===== src/rtl/mem_access_unit.sv =====
// mem_access_unit
// ---------------------------------------------------------------------------
// Memory-access stage in front of a byte-addressed, big-endian 32-bit data
// memory. It accepts one load/store request at a time, checks alignment and
// range, runs the memory transaction (read-modify-write for sub-word stores)
// and returns extended load data through a valid/ready response handshake.
//
// Ports:
//   clock       rising-edge system clock
//   reset_n     asynchronous, active-low reset
//   req_valid   request present; accepted on any edge where the unit is IDLE
//   req_ready   unit can accept a request (high only in IDLE)
//   req_we      1 = store, 0 = load
//   req_size    00 byte, 01 half, 10 word, 11 reserved
//   req_signed  sign-extend sub-word loads
//   req_addr    byte address
//   req_wdata   store data, right-justified (byte in [7:0], half in [15:0])
//   resp_valid  response available
//   resp_ready  consumer accepts the response
//   resp_rdata  extended load data; 0 for stores and errors
//   resp_err    misaligned, reserved size or out-of-range request
//   mem_addr    memory byte address
//   mem_wdata   memory write word, big-endian (addr byte in [31:24])
//   mem_rw      1 = read, 0 = write
//   mem_en      memory enable
//   mem_rdata   combinational read of bytes addr..addr+3, addr byte in [31:24]
// ---------------------------------------------------------------------------
module mem_access_unit #(
  parameter int unsigned MEM_DEPTH = 250000
) (
  input  logic        clock,
  input  logic        reset_n,
  input  logic        req_valid,
  output logic        req_ready,
  input  logic        req_we,
  input  logic [1:0]  req_size,
  input  logic        req_signed,
  input  logic [31:0] req_addr,
  input  logic [31:0] req_wdata,
  output logic        resp_valid,
  input  logic        resp_ready,
  output logic [31:0] resp_rdata,
  output logic        resp_err,
  output logic [31:0] mem_addr,
  output logic [31:0] mem_wdata,
  output logic        mem_rw,
  output logic        mem_en,
  input  logic [31:0] mem_rdata
);

  typedef enum logic [2:0] {
    IDLE   = 3'd0,
    RD     = 3'd1,
    RMW_RD = 3'd2,
    WR     = 3'd3,
    RESP   = 3'd4
  } state_t;

  localparam logic [1:0] SIZE_BYTE = 2'b00;
  localparam logic [1:0] SIZE_HALF = 2'b01;
  localparam logic [1:0] SIZE_WORD = 2'b10;
  localparam logic [1:0] SIZE_RSVD = 2'b11;

  state_t      state;
  state_t      next_state;

  logic [31:0] addr_q;
  logic [1:0]  size_q;
  logic        signed_q;
  logic        we_q;
  logic [31:0] wdata_q;
  logic [31:0] merge_q;

  logic [32:0] last_byte;
  logic        req_err;
  logic        accept;
  logic [31:0] load_result;
  logic [31:0] merge_word;

  // The last byte touched is computed one bit wider so that addresses near
  // 2^32 cannot wrap around and slip past the range check.
  assign last_byte = {1'b0, req_addr} + 33'd3;

  // Any single condition flags the request; an errored request goes straight
  // to RESP and never touches the memory.
  always_comb begin
    req_err = 1'b0;
    if (req_size == SIZE_RSVD) begin
      req_err = 1'b1;
    end
    if ((req_size == SIZE_HALF) && req_addr[0]) begin
      req_err = 1'b1;
    end
    if ((req_size == SIZE_WORD) && (req_addr[1:0] != 2'b00)) begin
      req_err = 1'b1;
    end
    if (last_byte > 33'(MEM_DEPTH)) begin
      req_err = 1'b1;
    end
  end

  assign accept = (state == IDLE) && req_valid;

  // Big-endian memory: the addressed byte is always in [31:24], so sub-word
  // results come from the top of the read word.
  always_comb begin
    load_result = mem_rdata;
    case (size_q)
      SIZE_BYTE: begin
        load_result = {{24{signed_q & mem_rdata[31]}}, mem_rdata[31:24]};
      end
      SIZE_HALF: begin
        load_result = {{16{signed_q & mem_rdata[31]}}, mem_rdata[31:16]};
      end
      default: begin
        load_result = mem_rdata;
      end
    endcase
  end

  // Sub-word stores replace only the leading byte(s); the remaining bytes are
  // written back with the values just read so they stay unchanged.
  always_comb begin
    if (size_q == SIZE_BYTE) begin
      merge_word = {wdata_q[7:0], mem_rdata[23:0]};
    end else begin
      merge_word = {wdata_q[15:0], mem_rdata[15:0]};
    end
  end

  // State register. Reset returns to IDLE, which also drops mem_en at once
  // because the memory controls are decoded from the state.
  always_ff @(posedge clock or negedge reset_n) begin
    if (!reset_n) begin
      state <= IDLE;
    end else begin
      state <= next_state;
    end
  end

  // Next-state and memory/handshake decode. Everything defaults to the idle
  // values so any state not driving the memory leaves it disabled.
  always_comb begin
    next_state = state;
    req_ready  = 1'b0;
    resp_valid = 1'b0;
    mem_en     = 1'b0;
    mem_rw     = 1'b1;
    mem_addr   = 32'h0;
    mem_wdata  = 32'h0;
    case (state)
      IDLE: begin
        req_ready = 1'b1;
        if (req_valid) begin
          if (req_err) begin
            next_state = RESP;
          end else if (!req_we) begin
            next_state = RD;
          end else if (req_size == SIZE_WORD) begin
            next_state = WR;
          end else begin
            next_state = RMW_RD;
          end
        end
      end
      RD: begin
        mem_en     = 1'b1;
        mem_rw     = 1'b1;
        mem_addr   = addr_q;
        next_state = RESP;
      end
      RMW_RD: begin
        mem_en     = 1'b1;
        mem_rw     = 1'b1;
        mem_addr   = addr_q;
        next_state = WR;
      end
      WR: begin
        mem_en     = 1'b1;
        mem_rw     = ~we_q;
        mem_addr   = addr_q;
        mem_wdata  = (size_q == SIZE_WORD) ? wdata_q : merge_q;
        next_state = RESP;
      end
      RESP: begin
        resp_valid = 1'b1;
        if (resp_ready) begin
          next_state = IDLE;
        end
      end
      default: begin
        next_state = IDLE;
      end
    endcase
  end

  // Request latch and response registers. The response is cleared at accept
  // time so stores and errors report zero data; loads overwrite it from RD.
  always_ff @(posedge clock or negedge reset_n) begin
    if (!reset_n) begin
      addr_q     <= 32'h0;
      size_q     <= 2'b00;
      signed_q   <= 1'b0;
      we_q       <= 1'b0;
      wdata_q    <= 32'h0;
      merge_q    <= 32'h0;
      resp_rdata <= 32'h0;
      resp_err   <= 1'b0;
    end else begin
      if (accept) begin
        addr_q     <= req_addr;
        size_q     <= req_size;
        signed_q   <= req_signed;
        we_q       <= req_we;
        wdata_q    <= req_wdata;
        resp_rdata <= 32'h0;
        resp_err   <= req_err;
      end
      if (state == RD) begin
        resp_rdata <= load_result;
      end
      if (state == RMW_RD) begin
        merge_q <= merge_word;
      end
    end
  end

endmodule


===== config.mk =====
export PLATFORM = sky130hd
export DESIGN_NAME = mem_access_unit
export DESIGN_NICKNAME = d
export VERILOG_FILES = /design/src/rtl/mem_access_unit.sv
export SDC_FILE = /design/constraint.sdc
export NUM_CORES = 1
export LEC_CHECK = 0
export CAP_MARGIN = 20
export CORE_UTILIZATION = 52
export CTS_BUF_LIST = sky130_fd_sc_hd__clkbuf_8
export CTS_CLUSTER_DIAMETER = 30
export DETAILED_ROUTE_END_ITERATION = 12
export GPL_ROUTABILITY_DRIVEN = 1
export PLACE_DENSITY = 0.88
export SLEW_MARGIN = 5
export SYNTH_ARGS = -nofsm -noshare
export SYNTH_HDL_FRONTEND = slang
export SYNTH_SLANG_ARGS = --single-unit

===== constraint.sdc =====
create_clock -name clock -period 3.4 [get_ports clock]
set_input_delay 0.68 -clock clock [delete_from_list [all_inputs] [get_ports clock]]
set_output_delay 0.68 -clock clock [all_outputs]
set_load 0.03 [all_outputs]

==> results of run 1 <==
==> cell type report <==
cell class                      instances  area (um2)  area share, %
Clock buffer                           20         275           2.97
Clock inverter                         12         135           1.46
Inverter                                4        15.0          0.162
Multi-Input combinational cell        452        3000           32.4
Sequential cell                       136        3400           36.7
Tap cell                              168         210           2.27
Timing Repair Buffer                  229        2230           24.0
==> worst min path at each step <==
| stage | slack (ns) | start | to | cells after the start |
|---|---|---|---|---|
| after CTS | 0.23 | reset_n | addr_q[23]$_DFFE_PN0P_ | 1 |
| after floorplan | 0.38 | reset_n | addr_q[0]$_DFFE_PN0P_ | 0 |
| after global routing | 0.24 | reset_n | addr_q[14]$_DFFE_PN0P_ | 1 |
| after detailed placement | 0.49 | addr_q[23]$_DFFE_PN0P_ | addr_q[23]$_DFFE_PN0P_ | 1 |
| final | 0.20 | reset_n | addr_q[23]$_DFFE_PN0P_ | 1 |
| after global placement | 0.48 | addr_q[26]$_DFFE_PN0P_ | addr_q[26]$_DFFE_PN0P_ | 1 |
==> worst max-delay path, delay by kind of cell <==
family,cells,cell delay [ns]
AO/OA/AOI/OAI,5,1.27
AND/OR/NAND/NOR,2,1.09
buffers and inverters,1,0.51
==> metrics by stage <==
step                hold slack [ns]  area (um2)  cells  power [mW]
finish                        0.201        9270   1021        4.15
global route                  0.243        9270   1021        4.34
CTS                           0.226        9270   1021        4.16
detailed placement            0.487        8860    989        2.78
global placement              0.482        8860    989        2.75
floorplan                     0.384        6570    637        2.44
==> power groups by stage <==
stage               sequential, mW  combinational [mW]  clock [mW]
floorplan                     1.90               0.532           0
global placement              1.94               0.813           0
detailed placement            1.95               0.831           0
CTS                           1.92               0.840        1.39
global route                  1.95               0.916        1.47
finish                        1.93               0.843        1.38
==> registers in the layout (all words and copies together) (netlist names) <==
register	count
we_q	1
signed_q	1
resp_err	1
merge_q	32
addr_q	32
size_q	2
state	3
wdata_q	32
resp_rdata	32
==> layout by cell type, fill, tap and decap left out, types with 5 or more instances in the layout <==
master,netlist,routed
clkdlybuf4s50_1,0,197
dfrtp_1,136,136
nand2_1,90,90
mux2_2,84,84
a21oi_1,75,75
nor2_1,47,45
and2_1,34,33
buf_4,0,30
mux2i_1,24,24
clkbuf_8,0,20
o22ai_1,18,18
nand2b_1,17,17
a22o_1,15,15
inv_1,4,9
o21ai_0,5,5
==> cell families (layout without fill, tap and decap cells) <==
logic type,after synthesis,after routing,share of synthesized area [%]
compound gates,129,129,12.0
xor+xnor,1,1,0.133
buf+inv,49,265,2.82
flops,136,136,51.8
mux,108,108,18.0
simple gates,214,214,15.3
==> layer usage <==
metal	routed length, um	part of all wire, %	global-route usage (%)
met2	9210	49	47.1
met5	0	0	0
met1	7830	41	39.9
met3	1430	7.5	7.62
met4	485	2.6	11.2
==> flow_summary.ini, run 1 <==
[power]
swShare_pct = 27.9
power_density_nw_per_um2 = 448
p_switching_mw = 1.16
vdd.ir_drop.worst_mv = 0.303
p_clk_share_pct = 33.3
internal_power_mw = 2.99
p_leak_nw = 3.89
p_comb_share_pct = 20.3
power_frac_seq_pct = 46.4

[routing]
via_count = 5747
drt_pass1_iterations = 5
drc = 0
routed_wl_mm = 18.9
drt_iter0_markers = 545
ant_nets = 0
wl_per_cell_um = 18.6
detail_route.vias_per_cell = 5.63

[worst_setup_path]
arrival_ns = 3.56
crit_type = input pin to flop
slowest_stage = or4_1
critPathLaunchType = input pin
end_kind = flop
path_cells = clkdlybuf4s50_1 > o2111ai_2 > or4_1 > nor4_1 > o21ai_1 > a2111oi_0 > o211a_1 > a41o_1
cp-endpoint = state[1]$_DFFE_PN0P_
cp.required_ns = 3.77
r2r_end = resp_rdata[25]$_DFFE_PN0P_
worstReg2RegStart = state[2]$_DFFE_PN0P_
critPathMaxFanout = 4
crit_start = req_addr[4]
r2r_cells = 4
critPathMaxStageDelay_ns = 0.63
reg2reg_slack_ns = 1.10

[clock_tree]
clock_latency_ns = 0.45
cts_resized = 0
cts_setup_buffers = 0
cts_tree = done
cts.sinks = 136
cts_buffers = 17
htreeDepth = 4
clkTransAtPathRegs_ns = 0.07
clk_path_buf_depth = 2
cts_hold_buf = 0
cts_root_buffer = clkbuf_8

[global_routing]
antenna_found_initial = 0
grt_usage_pct = 29.9
grt_max_degree = 69
grt_pass1_vias = 5600
grt_pass1_wl_mm = 29.6
overflow = 0

[job]
maxCapViolations = 0

[die]
fp-row-count = 40
die_x_um = 114
ios = 205
die_area_um2 = 13100
core_um2 = 12200
die_h_um = 114
start_util_pct = 54.1

[place]
routabilityCongestion = 0.930
post-place-ws_ns = -0.136
hpwlAfterDp_mm = 13.7
port_buffers = 204

[finish]
diodes = 0
syn_to_final_growth_pct = 41.0
post-route-util_pct = 76.2
nets = 944
nFillCells = 811
drive_above_1_share_pct = 17.8

[timing]
tightest_slew_ns = 1.04
fin_skew_ns = 0.0148
setup_viol = 0
min_period_ns = 3.19
fin_ws_ns = 0.206
fin_crit_sh_pct = 93.9
slew-limit-headroom_pct = 30.5
hold_violations = 0
finalSetupTns_ns = 0
rsz0062_at_grt = false
fmax_mhz = 313
finalMaxSlewViolations = 0

[logic_synthesis]
synth_top_area_share_pct = 51.8
async_flop_share_pct = 100
yosys-top-cells-count = dfrtp_1 (136), nand2_1 (90), mux2_2 (84), a21oi_1 (75), nor2_1 (47)
syn_avg_cell_area_um2 = 10.3
ys_seq_elements = 136
ys_seq_area_share_pct = 51.8
synth_cells = 637
yosys_warnings = 0
synth_area_leaders = dfrtp_1 (52%), mux2_2 (14%), a21oi_1 (5.7%)
syn-num-nets = 741
yosysMostFrequentCell = dfrtp_1
ys.flop_type = dfrtp_1
yosysUniqueCellTypes = 40
synth_edf_count = 0
synth_top_area_cell = dfrtp_1
syn_area_um2 = 6570

[status]
outcome = finished, final reports clean

[min_path]
hold_path.class = input pin to async pin
(Power assumes the default switching activity.)
==> inputs of run 2 (changes only) <==
--- a/config.mk
+++ b/config.mk
@@ -6,12 +6,13 @@
 export NUM_CORES = 1
 export LEC_CHECK = 0
 export CAP_MARGIN = 20
-export CORE_UTILIZATION = 52
+export CORE_UTILIZATION = 57
 export CTS_BUF_LIST = sky130_fd_sc_hd__clkbuf_8
 export CTS_CLUSTER_DIAMETER = 30
 export DETAILED_ROUTE_END_ITERATION = 12
+export DONT_BUFFER_PORTS = 1
 export GPL_ROUTABILITY_DRIVEN = 1
-export PLACE_DENSITY = 0.88
+export PLACE_DENSITY = 0.72
 export SLEW_MARGIN = 5
 export SYNTH_ARGS = -nofsm -noshare
 export SYNTH_HDL_FRONTEND = slang
==> flow_summary.ini, run 2 (synthesis results as in run 1) <==
[status]
outcome = finished, violations left
violations = hold timing

[worst_setup_path]
crit_type = flop to primary output
cpMostUsedCell = buf_4
slowest_stage = a21oi_1
path_cells = buf_4 > nand2b_1 > buf_4 > nand2_1 > a21oi_1
arrival_ns = 2.23
cp.required_ns = 2.72
critPathMaxStageDelay_ns = 0.61
end_kind = primary output
critPathMaxFanout = 32
critPathLaunchType = flop

[timing]
slew-limit-headroom_pct = 28.7
setup_viol = 0
hold_ws_ns = -0.0732
min_period_ns = 2.91
rsz0062_at_grt = false
hold_violations = 136
fin_skew_ns = 0.0105
fmax_mhz = 343
finalSetupTns_ns = 0
fin_crit_sh_pct = 85.6
fin_ws_ns = 0.488
tightest_slew_ns = 1.06
finalMaxSlewViolations = 0

[die]
die_x_um = 109
start_util_pct = 59.6
ios = 205
die_h_um = 109
die_area_um2 = 12000
core_um2 = 11000
fp-row-count = 38

[global_routing]
grt_pass1_vias = 4806
met2_usage_pct = 42.2
grt_busiest_layer = met2
use_met1_pct = 36.2
overflow = 0
antenna_found_initial = 1
met3_usage_pct = 10.2
grt_pass1_wl_mm = 24.8
grt_max_degree = 137
grt_usage_pct = 28.0

[finish]
nFillCells = 913
multi_input_area_um2 = 3000
drive_above_1_share_pct = 21.3
layout_common_cells = dfrtp_1 (136), nand2_1 (90), mux2_2 (84)
syn_to_final_growth_pct = 7.90
nets = 732
fin_cells = 778
seq_area_um2 = 3400
layout_commonest_cell = dfrtp_1
diodes = 0

[min_path]
hold_path.class = input pin to async pin

[clock_tree]
cts_root_buffer = clkbuf_8
cts_buffers = 17
clk_path_buf_depth = 2
clock_latency_ns = 0.44
cts.sinks = 136
htreeDepth = 4
clkTransAtPathRegs_ns = 0.07
cts_tree = done

[power]
power_density_nw_per_um2 = 533
p_leak_nw = 3.07
vdd.ir_drop.worst_mv = 0.343
p_total_mw = 3.78

[place]
hpwlAfterDp_mm = 11.7
routabilityCongestion = 0.812
port_buffers = 0
post-place-ws_ns = 0.400
dpl.cell_count = 749

[job]
maxCapViolations = 0

[routing]
drt_pass1_iterations = 5
routed_wl_mm = 16.2
ant_nets = 0
drc = 0
via_count = 4868
detail_route.vias_per_cell = 6.26
drt_iter0_markers = 405
wl_per_cell_um = 20.8
run 2: cell types whose count changed in the layout (fill, tap and decap cells not counted), sizes merged:
| cell | delta |
|---|---|
| clkinv | -1 |
| clkdlybuf4s50 | -197 |
| clkbuf | +2 |
| buf | -15 |
| clkinvlp | -1 |
| bufinv | -2 |
| inv | -1 |
run 2: worst paths after layout:
| path | startpoint | to | slack, ns | depth (start not counted) |
|---|---|---|---|---|
| hold reg to reg | addr_q[17]$_DFFE_PN0P_ | addr_q[17]$_DFFE_PN0P_ | 0.50 | 1 |
| min in group clock | mem_rdata[0] | merge_q[0]$_DFFE_PN0P_ | 0.38 | 1 |
| max in group asynchronous | reset_n | resp_rdata[3]$_DFFE_PN0P_ | 3.29 | 0 |
| setup / recovery | size_q[0]$_DFFE_PN0P_ | mem_wdata[11] | 0.49 | 5 |
| hold / removal | reset_n | addr_q[10]$_DFFE_PN0P_ | -0.07 | 0 |
| setup reg to reg | state[0]$_DFFE_PN0P_ | resp_rdata[27]$_DFFE_PN0P_ | 1.00 | 5 |
run 2: what timing repair did:
item | in CTS | in global routing
gates resized for setup | 0 | 0
endpoints found under the hold margin | 136 | 136
buffers inserted | 0 | 0
run 2: area by class of cell:
| class | instances | share of cell area (%) |
|---|---|---|
| Sequential cell | 136 | 48.0 |
| Multi-Input combinational cell | 452 | 42.3 |
| Timing Repair Buffer | 17 | 1.98 |
| Inverter | 4 | 0.212 |
| Clock buffer | 22 | 4.27 |
| Clock inverter | 7 | 0.776 |
| Tap cell | 140 | 2.47 |
run 2: report_power, final:
group	total, mW	leakage (nW)	internal [mW]	switching (mW)
Sequential	1.92	1.70	1.80	0.115
Clock	1.22	0.201	0.650	0.570
Combinational	0.643	1.18	0.304	0.339
run 2: layer usage:
metal	wire [um]	part of all wire, %
met2	7410	46
met3	1500	9.2
met4	481	3.0
met5	0	0
met1	6820	42
run 2: per-stage QoR:
step	utilization (%)	instance area (um2)
final	64.3	7090
after global routing	64.3	7090
after CTS	64.3	7090
after detailed placement	61.1	6740
after global placement	61.1	6740
after floorplan	-	6570
run 2: worst max-delay path: cells and delay by family, from the launching register on:
kind	cells	cell delay, ns
DFF	1	0.32
and+or+nand+nor	2	0.26
AOI/OAI and AO/OA	1	0.61
buffers and inverters	2	0.58
==> inputs of run 3 (changes only) <==
--- a/config.mk
+++ b/config.mk
@@ -13,6 +13,8 @@
 export DONT_BUFFER_PORTS = 1
 export GPL_ROUTABILITY_DRIVEN = 1
 export PLACE_DENSITY = 0.72
+export REMOVE_ABC_BUFFERS = 1
+export SKIP_CTS_REPAIR_TIMING = 1
 export SLEW_MARGIN = 5
 export SYNTH_ARGS = -nofsm -noshare
 export SYNTH_HDL_FRONTEND = slang
==> flow_summary.ini, run 3 (synthesis results as in run 1) <==
[status]
outcome = finished, violations left
violations = hold timing

[clock_tree]
cts_tree = done
clock_latency_ns = 0.44
cts_root_buffer = clkbuf_8
htreeDepth = 4
cts_buffers = 17
clkTransAtPathRegs_ns = 0.07
clk_path_buf_depth = 2
cts.sinks = 136

[routing]
wl_met1_mm = 6.96
wl_met2_mm = 7.87
routed_wl_mm = 16.5
route.met3.wl_mm = 1.29
detail_route.vias_per_cell = 6.07
drc = 0
top_layer_used = met5
ant_nets = 0
drt_pass1_iterations = 4
wl_per_cell_um = 20.2
via_count = 4938
drt_iter0_markers = 259

[timing]
finalSetupTns_ns = 0
tightest_slew_ns = 1.04
hold_ws_ns = -0.0600
min_period_ns = 2.98
fin_ws_ns = 0.415
rsz0062_at_grt = false
fin_skew_ns = 0.00861
slew-limit-headroom_pct = 30.7
fin_crit_sh_pct = 87.8
hold_violations = 136
finalMaxSlewViolations = 0
fmax_mhz = 335
setup_viol = 0

[worst_setup_path]
critPathMaxStageDelay_ns = 0.58
path_cells = nor2b_2 > buf_4 > nand2_1 > a21oi_1 > buf_4
cp.required_ns = 2.72
cpMostUsedCell = buf_4
arrival_ns = 2.30
slowest_stage = nor2b_2
critical_path.top_delay_family = simple AND/OR/NAND/NOR gates
crit_type = flop to primary output
end_kind = primary output
critPathLaunchType = flop
critPathMaxFanout = 17
worst-path-buf-inv = 2

[finish]
syn_to_final_growth_pct = 12.5
nFillCells = 877
layout_common_cells = dfrtp_1 (135), nand2_1 (90), mux2_2 (84)
post-route-util_pct = 67.1
drive_above_1_share_pct = 25.9
layout_commonest_cell = dfrtp_1
nets = 763
fin_cells = 813

[power]
p_comb_share_pct = 17.0
power_density_nw_per_um2 = 532
swShare_pct = 27.2
power_frac_seq_pct = 48.9
internal_power_mw = 2.86
p_clk_share_pct = 34.1
p_leak_nw = 3.27
p_switching_mw = 1.07
vdd.ir_drop.worst_mv = 0.343

[die]
die_h_um = 109
die_area_um2 = 12000
fp-row-count = 38
ios = 205
start_util_pct = 59.6
core_um2 = 11000
die_x_um = 109

[global_routing]
grt_usage_pct = 28.6
grt_max_degree = 137
grt_pass1_wl_mm = 25.7
grt_pass1_vias = 5078
overflow = 0
antenna_found_initial = 1

[place]
routabilityCongestion = 0.905
post-place-ws_ns = 0.373
hpwlAfterDp_mm = 11.5
dpl.cell_count = 780
port_buffers = 0

[min_path]
hold_path.class = input pin to async pin

[job]
maxCapViolations = 0
[run 3: changes by cell type in the layout (fill, tap and decap cells not counted)]
cell | before | now
buf_12 | 1 | 3
buf_4 | 16 | 45
bufinv_16 | 1 | 2
clkinv_2 | 2 | 7
dfrtp_1 | 136 | 135
dfrtp_2 | 0 | 1
diode_2 | 0 | 1
inv_1 | 8 | 5
[run 3: path summary, 6_finish.rpt]
check,start,endpoint,slack [ns],cells past startpoint
worst min register to register,addr_q[15]$_DFFE_PN0P_,addr_q[15]$_DFFE_PN0P_,0.50,1
worst max register to register,state[2]$_DFFE_PN0P_,wdata_q[19]$_DFFE_PN0P_,1.11,5
min in group clock,req_wdata[18],wdata_q[18]$_DFFE_PN0P_,0.39,1
worst min-delay path,reset_n,addr_q[1]$_DFFE_PN0P_,-0.06,0
worst max-delay path,size_q[1]$_DFFE_PN0P_,mem_wdata[2],0.42,5
max in group asynchronous,reset_n,resp_rdata[14]$_DFFE_PN0P_,3.30,0
[run 3: through the flow]
step / cell area [um2] / power [mW] / hold slack (ns)
2_1_floorplan: 6400 / 2.42 / 0.384
3_3_place_gp: 6990 / 2.59 / 0.388
3_5_place_dp: 6990 / 2.62 / 0.388
4_1_cts: 7400 / 3.96 / -0.0950
5_1_grt: 7400 / 4.11 / -0.0924
6_report: 7400 / 3.93 / -0.0600
[run 3: metal layers]
metal | global-route usage [%] | vias up
met3 | 8.89 | 29
met4 | 12.3 | 2
met2 | 44.9 | 188
li1 | - | 2263
met1 | 36.6 | 2456
met5 | 0 | -
[run 3: layout make-up]
class / count / area, um2 / share of cell area [%]
Clock inverter: 10 / 98.8 / 1.34
Sequential cell: 136 / 3400 / 46.0
Antenna cell: 1 / 2.50 / 0.0338
Clock buffer: 22 / 303 / 4.09
Inverter: 4 / 15.0 / 0.203
Timing Repair Buffer: 48 / 398 / 5.38
Tap cell: 140 / 175 / 2.37
Multi-Input combinational cell: 452 / 3000 / 40.6
[run 3: power by group through the flow]
| stage | Sequential, mW | Clock, mW | Combinational, mW |
|---|---|---|---|
| after global routing | 1.95 | 1.43 | 0.729 |
| final | 1.92 | 1.34 | 0.668 |
| after CTS | 1.92 | 1.37 | 0.667 |
| after detailed placement | 1.95 | 0 | 0.666 |
| after floorplan | 1.94 | 0 | 0.482 |
| after global placement | 1.94 | 0 | 0.647 |
